--- config.mk ---
export PLATFORM = sky130hd
export DESIGN_NAME = async_fifo_wr_arb
export DESIGN_NICKNAME = d
export VERILOG_FILES = /design/src/rtl/async_fifo_pkg.sv /design/src/rtl/async_fifo_rr_pick.sv /design/src/rtl/async_fifo_wr_arb.sv
export SDC_FILE = /design/constraint.sdc
export NUM_CORES = 1
export LEC_CHECK = 0
export BUFFER_PORTS_ARGS = -buffer_cell sky130_fd_sc_hd__buf_4
export CORE_UTILIZATION = 28
export CTS_CLUSTER_SIZE = 30
export DETAILED_ROUTE_END_ITERATION = 8
export PLACE_DENSITY = 0.8
export SETUP_SLACK_MARGIN = 0.02
export SYNTH_ARGS = -nofsm -noshare
export SYNTH_HDL_FRONTEND = slang
export SYNTH_HIERARCHICAL = 1
export SYNTH_SLANG_ARGS = --single-unit
--- constraint.sdc ---
create_clock -name clk -period 1.52 [get_ports clk]
set_clock_uncertainty 0.05 [all_clocks]
set_input_delay 0.076 -clock clk [delete_from_list [all_inputs] [get_ports clk]]
set_output_delay 0.076 -clock clk [all_outputs]
set_load 0.005 [all_outputs]
--- src/rtl/async_fifo_pkg.sv ---
// Shared types and constants for the FIFO write-port arbiter.
// The stall-statistics feature is enabled by defining ASYNC_FIFO_WR_ARB_STAT_EN.
package async_fifo_pkg;

    typedef enum logic {
        IDLE  = 1'b0,
        GRANT = 1'b1
    } arb_state_e;

    localparam int STALL_CNT_W = 16;

endpackage

--- src/rtl/async_fifo_rr_pick.sv ---
// Round-robin pick: first requester with i_req set, scanning upward from
// i_last_owner+1 and wrapping modulo N_REQ.
module async_fifo_rr_pick
    import async_fifo_pkg::*;
#(
    parameter  int N_REQ = 4,
    localparam int IW    = $clog2(N_REQ)
) (
    input  logic [N_REQ-1:0] i_req,
    input  logic [IW-1:0]    i_last_owner,
    output logic             o_any_req,
    output logic [IW-1:0]    o_pick
);

    logic [IW-1:0] w_idx;

    // walk the ring once, starting just after the previous owner
    always_comb begin
        o_any_req = 1'b0;
        o_pick    = '0;
        w_idx     = i_last_owner;
        for (int k = 0; k < N_REQ; k++) begin
            w_idx = (w_idx == IW'(N_REQ - 1)) ? '0 : w_idx + IW'(1);
            if (!o_any_req && i_req[w_idx]) begin
                o_any_req = 1'b1;
                o_pick    = w_idx;
            end
        end
    end

endmodule

--- src/rtl/async_fifo_wr_arb.sv ---
// Burst arbiter that shares one FIFO write port between N_REQ requesters.
// Optional per-requester stall counters are built when ASYNC_FIFO_WR_ARB_STAT_EN
// is defined (adds ports stat_clr and stall_cnt).
//
// state | meaning
// IDLE  | no owner; round-robin pick happens here, one cycle of latency
// GRANT | owner may transfer up to BURST_LEN beats; held while FIFO is full
module async_fifo_wr_arb
    import async_fifo_pkg::*;
#(
    parameter  int N_REQ     = 4,
    parameter  int DAT_BIT   = 32,
    parameter  int BURST_LEN = 4,
    localparam int IW        = $clog2(N_REQ),
    localparam int BW        = $clog2(BURST_LEN + 1)
) (
    input  logic                       clk,
    input  logic                       rst_n,
    input  logic [N_REQ-1:0]           req_valid,
    input  logic [N_REQ*DAT_BIT-1:0]   req_data,
    output logic [N_REQ-1:0]           req_ready,
    input  logic                       fifo_wr_full,
`ifdef ASYNC_FIFO_WR_ARB_STAT_EN
    input  logic                       stat_clr,
    output logic [N_REQ*STALL_CNT_W-1:0] stall_cnt,
`endif
    output logic                       fifo_wr_req,
    output logic [DAT_BIT-1:0]         fifo_wr_data,
    output logic [IW-1:0]              grant_id,
    output logic                       busy
);

    arb_state_e    r_state;
    arb_state_e    w_state_nxt;
    logic [IW-1:0] r_owner;
    logic [IW-1:0] w_owner_nxt;
    logic [IW-1:0] r_last_owner;
    logic [IW-1:0] w_last_owner_nxt;
    logic [BW-1:0] r_beat_cnt;
    logic [BW-1:0] w_beat_cnt_nxt;

    logic               w_any_req;
    logic [IW-1:0]      w_pick;
    logic [DAT_BIT-1:0] w_owner_data;

    async_fifo_rr_pick #(
        .N_REQ (N_REQ)
    ) u_rr_pick (
        .i_req        (req_valid),
        .i_last_owner (r_last_owner),
        .o_any_req    (w_any_req),
        .o_pick       (w_pick)
    );

    // owner's data slice, selected with constant indices only
    always_comb begin
        w_owner_data = '0;
        for (int i = 0; i < N_REQ; i++) begin
            if (r_owner == IW'(i)) begin
                w_owner_data = req_data[i*DAT_BIT +: DAT_BIT];
            end
        end
    end

    // FSM state and burst bookkeeping registers
    always_ff @(posedge clk or negedge rst_n) begin
        if (!rst_n) begin
            r_state      <= IDLE;
            r_owner      <= '0;
            r_last_owner <= IW'(N_REQ - 1);
            r_beat_cnt   <= '0;
        end else begin
            r_state      <= w_state_nxt;
            r_owner      <= w_owner_nxt;
            r_last_owner <= w_last_owner_nxt;
            r_beat_cnt   <= w_beat_cnt_nxt;
        end
    end

    // next-state logic and all handshake outputs
    always_comb begin
        w_state_nxt      = r_state;
        w_owner_nxt      = r_owner;
        w_last_owner_nxt = r_last_owner;
        w_beat_cnt_nxt   = r_beat_cnt;
        req_ready        = '0;
        fifo_wr_req      = 1'b0;
        fifo_wr_data     = '0;
        grant_id         = '0;
        busy             = 1'b0;
        case (r_state)
            IDLE: begin
                if (w_any_req) begin
                    w_owner_nxt    = w_pick;
                    w_beat_cnt_nxt = '0;
                    w_state_nxt    = GRANT;
                end
            end
            GRANT: begin
                busy         = 1'b1;
                grant_id     = r_owner;
                fifo_wr_data = w_owner_data;
                // a full FIFO freezes everything, including an owner that went idle
                if (!fifo_wr_full) begin
                    req_ready[r_owner] = 1'b1;
                    if (req_valid[r_owner]) begin
                        fifo_wr_req    = 1'b1;
                        w_beat_cnt_nxt = r_beat_cnt + BW'(1);
                        if (w_beat_cnt_nxt == BW'(BURST_LEN)) begin
                            w_last_owner_nxt = r_owner;
                            w_state_nxt      = IDLE;
                        end
                    end else begin
                        w_last_owner_nxt = r_owner;
                        w_state_nxt      = IDLE;
                    end
                end
            end
            default: begin
                w_state_nxt = IDLE;
            end
        endcase
    end

`ifdef ASYNC_FIFO_WR_ARB_STAT_EN
    for (genvar gi = 0; gi < N_REQ; gi++) begin : g_stall
        logic [STALL_CNT_W-1:0] r_stall;

        // saturating count of cycles requester gi is held off; clear has priority
        always_ff @(posedge clk or negedge rst_n) begin
            if (!rst_n) begin
                r_stall <= '0;
            end else if (stat_clr) begin
                r_stall <= '0;
            end else if (req_valid[gi] && !req_ready[gi] && (r_stall != '1)) begin
                r_stall <= r_stall + STALL_CNT_W'(1);
            end
        end

        assign stall_cnt[gi*STALL_CNT_W +: STALL_CNT_W] = r_stall;
    end
`endif

endmodule
==> results of run 1 <==
-- critical path: stages, from the launching register on --
cell and delay, ns:
dfrtp_2 0.39, buf_12 0.14, buf_12 0.12, mux4_2 0.52
and2_4 0.16, buf_6 0.10
-- Yosys cell counts (all sizes together) (4+ instances only) --
cell type	number	area (um^2)
mux4	32	728.2
nand2	6	25.03
mux2	4	45.04
buf	10	73.82
dfrtp	6	150.1
nor2	4	15.01
a21oi	4	23.77
clkbuf	4	15.01
and2	34	212.7
-- logic make-up after synthesis --
family	count (synthesis)	share of synthesized area [%]
compound gates	11	5.964
xor+xnor	2	1.085
fa+ha+maj	3	2.324
buf+inv	15	5.731
flops	8	12.55
mux	39	49.73
simple gates	62	22.62
-- metal layers --
layer | track usage, % | share of wire (%) | vias up
met5 | 0 | 0 | -
met3 | 3.529 | 6.1 | 23
li1 | - | - | 925
met2 | 41.06 | 53 | 93
met4 | 12.59 | 4.2 | 0
met1 | 24.02 | 36 | 943
-- through the flow --
stage | hold slack (ns) | power, W | setup TNS (ns) | util (%) | instance area, um^2
finish | 0.1412 | 0.006374 | -9.381 | 64.36 | 3566
global route | 0.1558 | 0.006787 | -11.81 | 64.36 | 3566
global placement | -0.1534 | 0.004575 | -1.802 | 56.30 | 3119
floorplan | -0.2696 | 0.002877 | -0.05812 | - | 1635
CTS | 0.1332 | 0.005858 | -9.303 | 61.70 | 3418
detailed placement | -0.1475 | 0.004656 | -2.242 | 56.30 | 3119
-- sequential cells by signal, summed over array words and instances, names as in the netlist --
name,count
r_last_owner,2
r_state,1
r_beat_cnt,3
r_owner,2
-- layout make-up --
type / instances / area, um^2 / area share, %
Multi-Input combinational cell: 117 / 1466 / 41.12
Tap cell: 72 / 90.09 / 2.526
Inverter: 1 / 3.754 / 0.1053
Timing Repair Buffer: 202 / 1757 / 49.26
Clock buffer: 4 / 45.04 / 1.263
Sequential cell: 8 / 203.9 / 5.719
-- worst paths after layout --
path | start | to | slack, ns | depth (start not counted)
max reg2reg | r_owner[0] | r_last_owner[1] | -0.24 | 6
min in group clk | req_valid[1] | r_state | 0.24 | 5
max | r_owner[0] | fifo_wr_data[10] | -0.29 | 5
max in group asynchronous | rst_n | r_last_owner[1] | 1.07 | 2
min reg2reg | r_beat_cnt[2] | r_beat_cnt[2] | 0.54 | 2
min | rst_n | r_beat_cnt[1] | 0.14 | 2
-- power by group --
group / switching (W) / internal, W
Clock: 0.000101 / 0.000183
Combinational: 0.00186 / 0.00379
Sequential: 0.000100 / 0.000341
Total: 0.00206 / 0.00431
-- what timing repair did --
action	4_1_cts	5_1_grt
buffers inserted	6	2
endpoints found under the hold margin	8	0
hold buffers	1	0
pin swaps	33	3
resized for setup	46	36
setup endpoints to repair	37	44
cloned	2	0
==> impl_results.md, run 1 <==
* Initial antenna violation count at 0
* Setup violators final at 43
* Netlist cell types at 36
* Sequential share of the synthesized area at approximately an eighth
* RSZ-0062 raised after global routing: yes
* Htree depth at 1
* Fin crit period at roughly 1.8 ns
* Pwr Density at between 1500 and 2000 mW/mm^2
* DRT antenna net count at 0
* CTS max path bufs at 2
* Root Driver: clkbuf_8
* TritonCTS Buffers at 3
* First-pass GRT wire length at about 10 mm
* Max_slew headroom at between 70% and 80%
* WL per Instance at 17.28 um
* Largest net degree at the start of global routing at 22
* DR pass1 iterations at 4
* ANT cells at 0
* YS warnings at 6
* Vias in the first global route at 2,110
* CTS tree: built
* Critical path class: reg2out
* Final WS setup at -0.2878 ns
* Non-filler cells, final at roughly 400
* Commonest non-fill, non-tap cell in the layout: buf_4
* # DRC at 0
* Max VDD drop at around 1400 uV
* Die W at 77.96 um
* Main synth FF type: dfrtp_1
* Synth Instances at 140
* Mapped Nets at 278
* Hold Crit Class: in2async
* Cell Count Post-Placement at 389
* Total core area at approximately 0.0055 mm^2
* Overall Global Routing Usage at approximately 22%
* CP arrival at ~1.7 ns
* Pleak at around 1.7 nW
* Part of the cycle the worst path needs at 118.9%
* Failing checks: setup timing
* Final Hold Fails at 0
* Fillcell total at approximately 430
* Commonest non-fill, non-tap cells in the layout: buf_4 (158), buf_6 (36), mux4_2 (32), and2_4 (29)
* Post-DP HPWL at around 5.4 mm
* Rows at 27
* Max cap viols at 0
* Port Buffers at 174
* Mapped Area at between 0.0015 and 0.002 mm^2
* GRT overflow at 0
* Die area at between 0.006 and 0.007 mm^2
* Clk_lat worst skew at approximately 0.24 ns
* Num ports at 175
* Starting density of the core at a little under 30%
* Synthesis-to-layout area growth at 120.8%
* Post-synth EDFFs at 0
* Post-place setup slack at -0.09837 ns
* Final Max Slew Viols at 0
* Status: finished, violations left
* Fin nets at roughly 470
* CP Data Required Time at approximately 1.4 ns
* Ys async rst share at 100.0%
* Clock sink count at 8
* DIE HEIGHT at 77.96 um
* Via count at slightly below 2,000
* Gpl congestion at 0.8478
* Synth Register Bits at 8
* Drt first-iter violations at 48
* Max FO, Critical Path at 6
* Clock transition at path regs at around 0.05 ns
* Vias per cell at just under 5
* Worst Tran Pin Value at 0.3100 ns
* WL final at 6.982 mm
* CP endpoint kind: primary output
* Ratio of cells with drive above 1 in the final layout at 85.84%
* Fmax achieved at about 550 MHz
* Avg Inst Size Synth at roughly 12 um^2
* Startpoint types: flop
Power figures use the tool's default switching activity.
==> run 2: changes to the inputs <==
- CORE_UTILIZATION: 28 -> 32
- CTS_CLUSTER_SIZE: 30 -> unset
- PLACE_DENSITY: 0.8 -> 0.88
==> impl_results.md, run 2 (same netlist as run 1, synthesis figures left out) <==
* Starting density of the core at about a third
* Htree depth at 1
* Vias per cell at 5.160
* TritonCTS Buffers at 3
* Synthesis-to-layout area growth at 113.7%
* Vias in the first global route at about 2,100
* Sw Share at between 30% and 40%
* Die area at ~0.0053 mm^2
* Num ports at about 180
* Final Hold Fails at 0
* Failing checks: setup timing
* Post-DP HPWL at around 5.7 mm
* Pwr Density at ~1700 mW/mm^2
* ANT cells at 0
* Pint at 0.003898 W
* Max_slew headroom at between 70% and 80%
* Tot Pwr at 0.005947 W
* Fmax achieved at ~550 MHz
* Met3 wire len at between 500 and 600 um
* CP endpoint kind: primary output
* Sequential power share at ~7.7%
* Post-place setup slack at -0.09235 ns
* Status: finished, violations left
* GRT overflow at 0
* Gpl congestion at 0.8371
* Pleak at approximately 1.6 nW
* Startpoint types: flop
* Part of the cycle the worst path needs at 120.5%
* Largest net degree at the start of global routing at 27
* Commonest non-fill, non-tap cells in the layout: buf_4 (170), mux4_2 (31), buf_6 (19), and2_1 (18), and2_4 (16)
* Overall Global Routing Usage at about a quarter
* Clk pwr share at 4.9%
* Uppermost layer routed: met4
* First-pass GRT wire length at 9.853 mm
* CTS tree: built
* Clock transition at path regs at ~0.050 ns
* Max VDD drop at roughly 1300 uV
* Ratio of cells with drive above 1 in the final layout at 82.52%
* Commonest non-fill, non-tap cell in the layout: buf_4
* Max cap viols at 0
* CP arrival at between 1.5 and 2 ns
* WL final at between 7 and 8 mm
* Max FO, Critical Path at 7
* DIE HEIGHT at between 70 and 80 um
* R2r endpoint: r_last_owner[0]
* CP Data Required Time at roughly 1.4 ns
* # DRC at 0
* DR pass1 iterations at 4
* WL per Instance at 18.89 um
* Fillcell total at 344
* Reg2reg path depth at 6
* Clk_lat worst skew at 0.24 ns
* Drt first-iter violations at just under 70
* Initial antenna violation count at 0
* Total core area at ~0.0048 mm^2
* Combinational power share at 87.3%
* Final hold slack at between 0.1 and 0.15 ns
* Final WS setup at -0.3117 ns
* Wire length on met2 at between 4 and 5 mm
* Worst Tran Pin Value at just over 0.4 ns
* Clock sink count at 8
* Die W at between 70 and 80 um
* Post-Route Utilization at 72.13%
* Fin nets at around 470
* Largest register FFs at 3
* Worst r2r src: r_owner[0]
* Regs by FF count: r_beat_cnt: 3 flops, r_last_owner: 2 flops, r_owner: 2 flops
* Fin crit period at 1.832 ns
* Final Max Slew Viols at 0
* RSZ-0062 raised after global routing: yes
* Via count at 2,028
* Setup violators final at 41
* DRT antenna net count at 0
* Hold Crit Class: in2async
* CTS max path bufs at 2
* Port Buffers at around 170
* R2R Setup Slk at -0.16 ns
* Rows at 25
* Critical path class: reg2out
* Largest register by flop count: r_beat_cnt
* Root Driver: clkbuf_8
* Wire length on met1 at 2.463 mm
* Net Switching at around 0.0020 W
==> run 2: layout make-up <==
cell class | instances | area, um^2 | share of cell area [%]
tap | 67 | 83.83 | 2.428
multi-input combinational | 117 | 1489 | 43.13
sequential | 8 | 205.2 | 5.944
inverter | 1 | 3.754 | 0.1087
timing repair buffer | 196 | 1625 | 47.08
clock buffer | 4 | 45.04 | 1.305
==> run 2: worst max-delay path, cell delays in order (launching register included) <==
cell and delay [ns]:
dfrtp_2 0.38, buf_12 0.12, clkbuf_16 0.15, mux4_2 0.51, and2_1 0.18, buf_4 0.13
==> run 2: timing repair <==
action / in CTS / in global routing
resized for setup: 28 / 32
endpoints found under the setup margin: 43 / 43
hold buffers: 1 / 0
buffers inserted: 3 / 2
cloned: 0 / 2
endpoints found under the hold margin: 8 / 0
pin swaps: 4 / 11
==> run 2: how the worst max path moves through the flow <==
stage                                from          endpoint  slack (ns)  cells after the start
after floorplan           r_last_owner[0]        r_owner[1]       -0.03                      5
after global placement         r_owner[0]  fifo_wr_data[18]       -0.06                      4
after detailed placement       r_owner[0]  fifo_wr_data[11]       -0.09                      4
after CTS                      r_owner[0]   fifo_wr_data[1]       -0.30                      4
after global routing           r_owner[0]  fifo_wr_data[10]       -0.35                      5
final                          r_owner[0]  fifo_wr_data[10]       -0.31                      5
==> run 2: metrics by stage <==
| step | TNS, ns | std cells | area [um^2] |
|---|---|---|---|
| floorplan | -0.05812 | 140 | 1635 |
| global placement | -1.284 | 381 | 3065 |
| detailed placement | -1.873 | 381 | 3065 |
| CTS | -8.694 | 389 | 3239 |
| global route | -11.37 | 393 | 3452 |
| finish | -9.564 | 393 | 3452 |
==> run 2: power groups by stage <==
stage | clock network, W | logic (W) | registers, W
finish | 0.000293 | 0.00519 | 0.000460
global route | 0.000305 | 0.00555 | 0.000472
CTS | 0.000300 | 0.00450 | 0.000476
detailed placement | 0 | 0.00406 | 0.000490
global placement | 0 | 0.00397 | 0.000481
floorplan | 0 | 0.00244 | 0.000436
==> run 2: routing by layer <==
metal	vias up	global-route usage, %
li1	914	-
met1	983	24.17
met2	100	48.25
met3	31	5.387
met4	0	13.51
met5	-	0
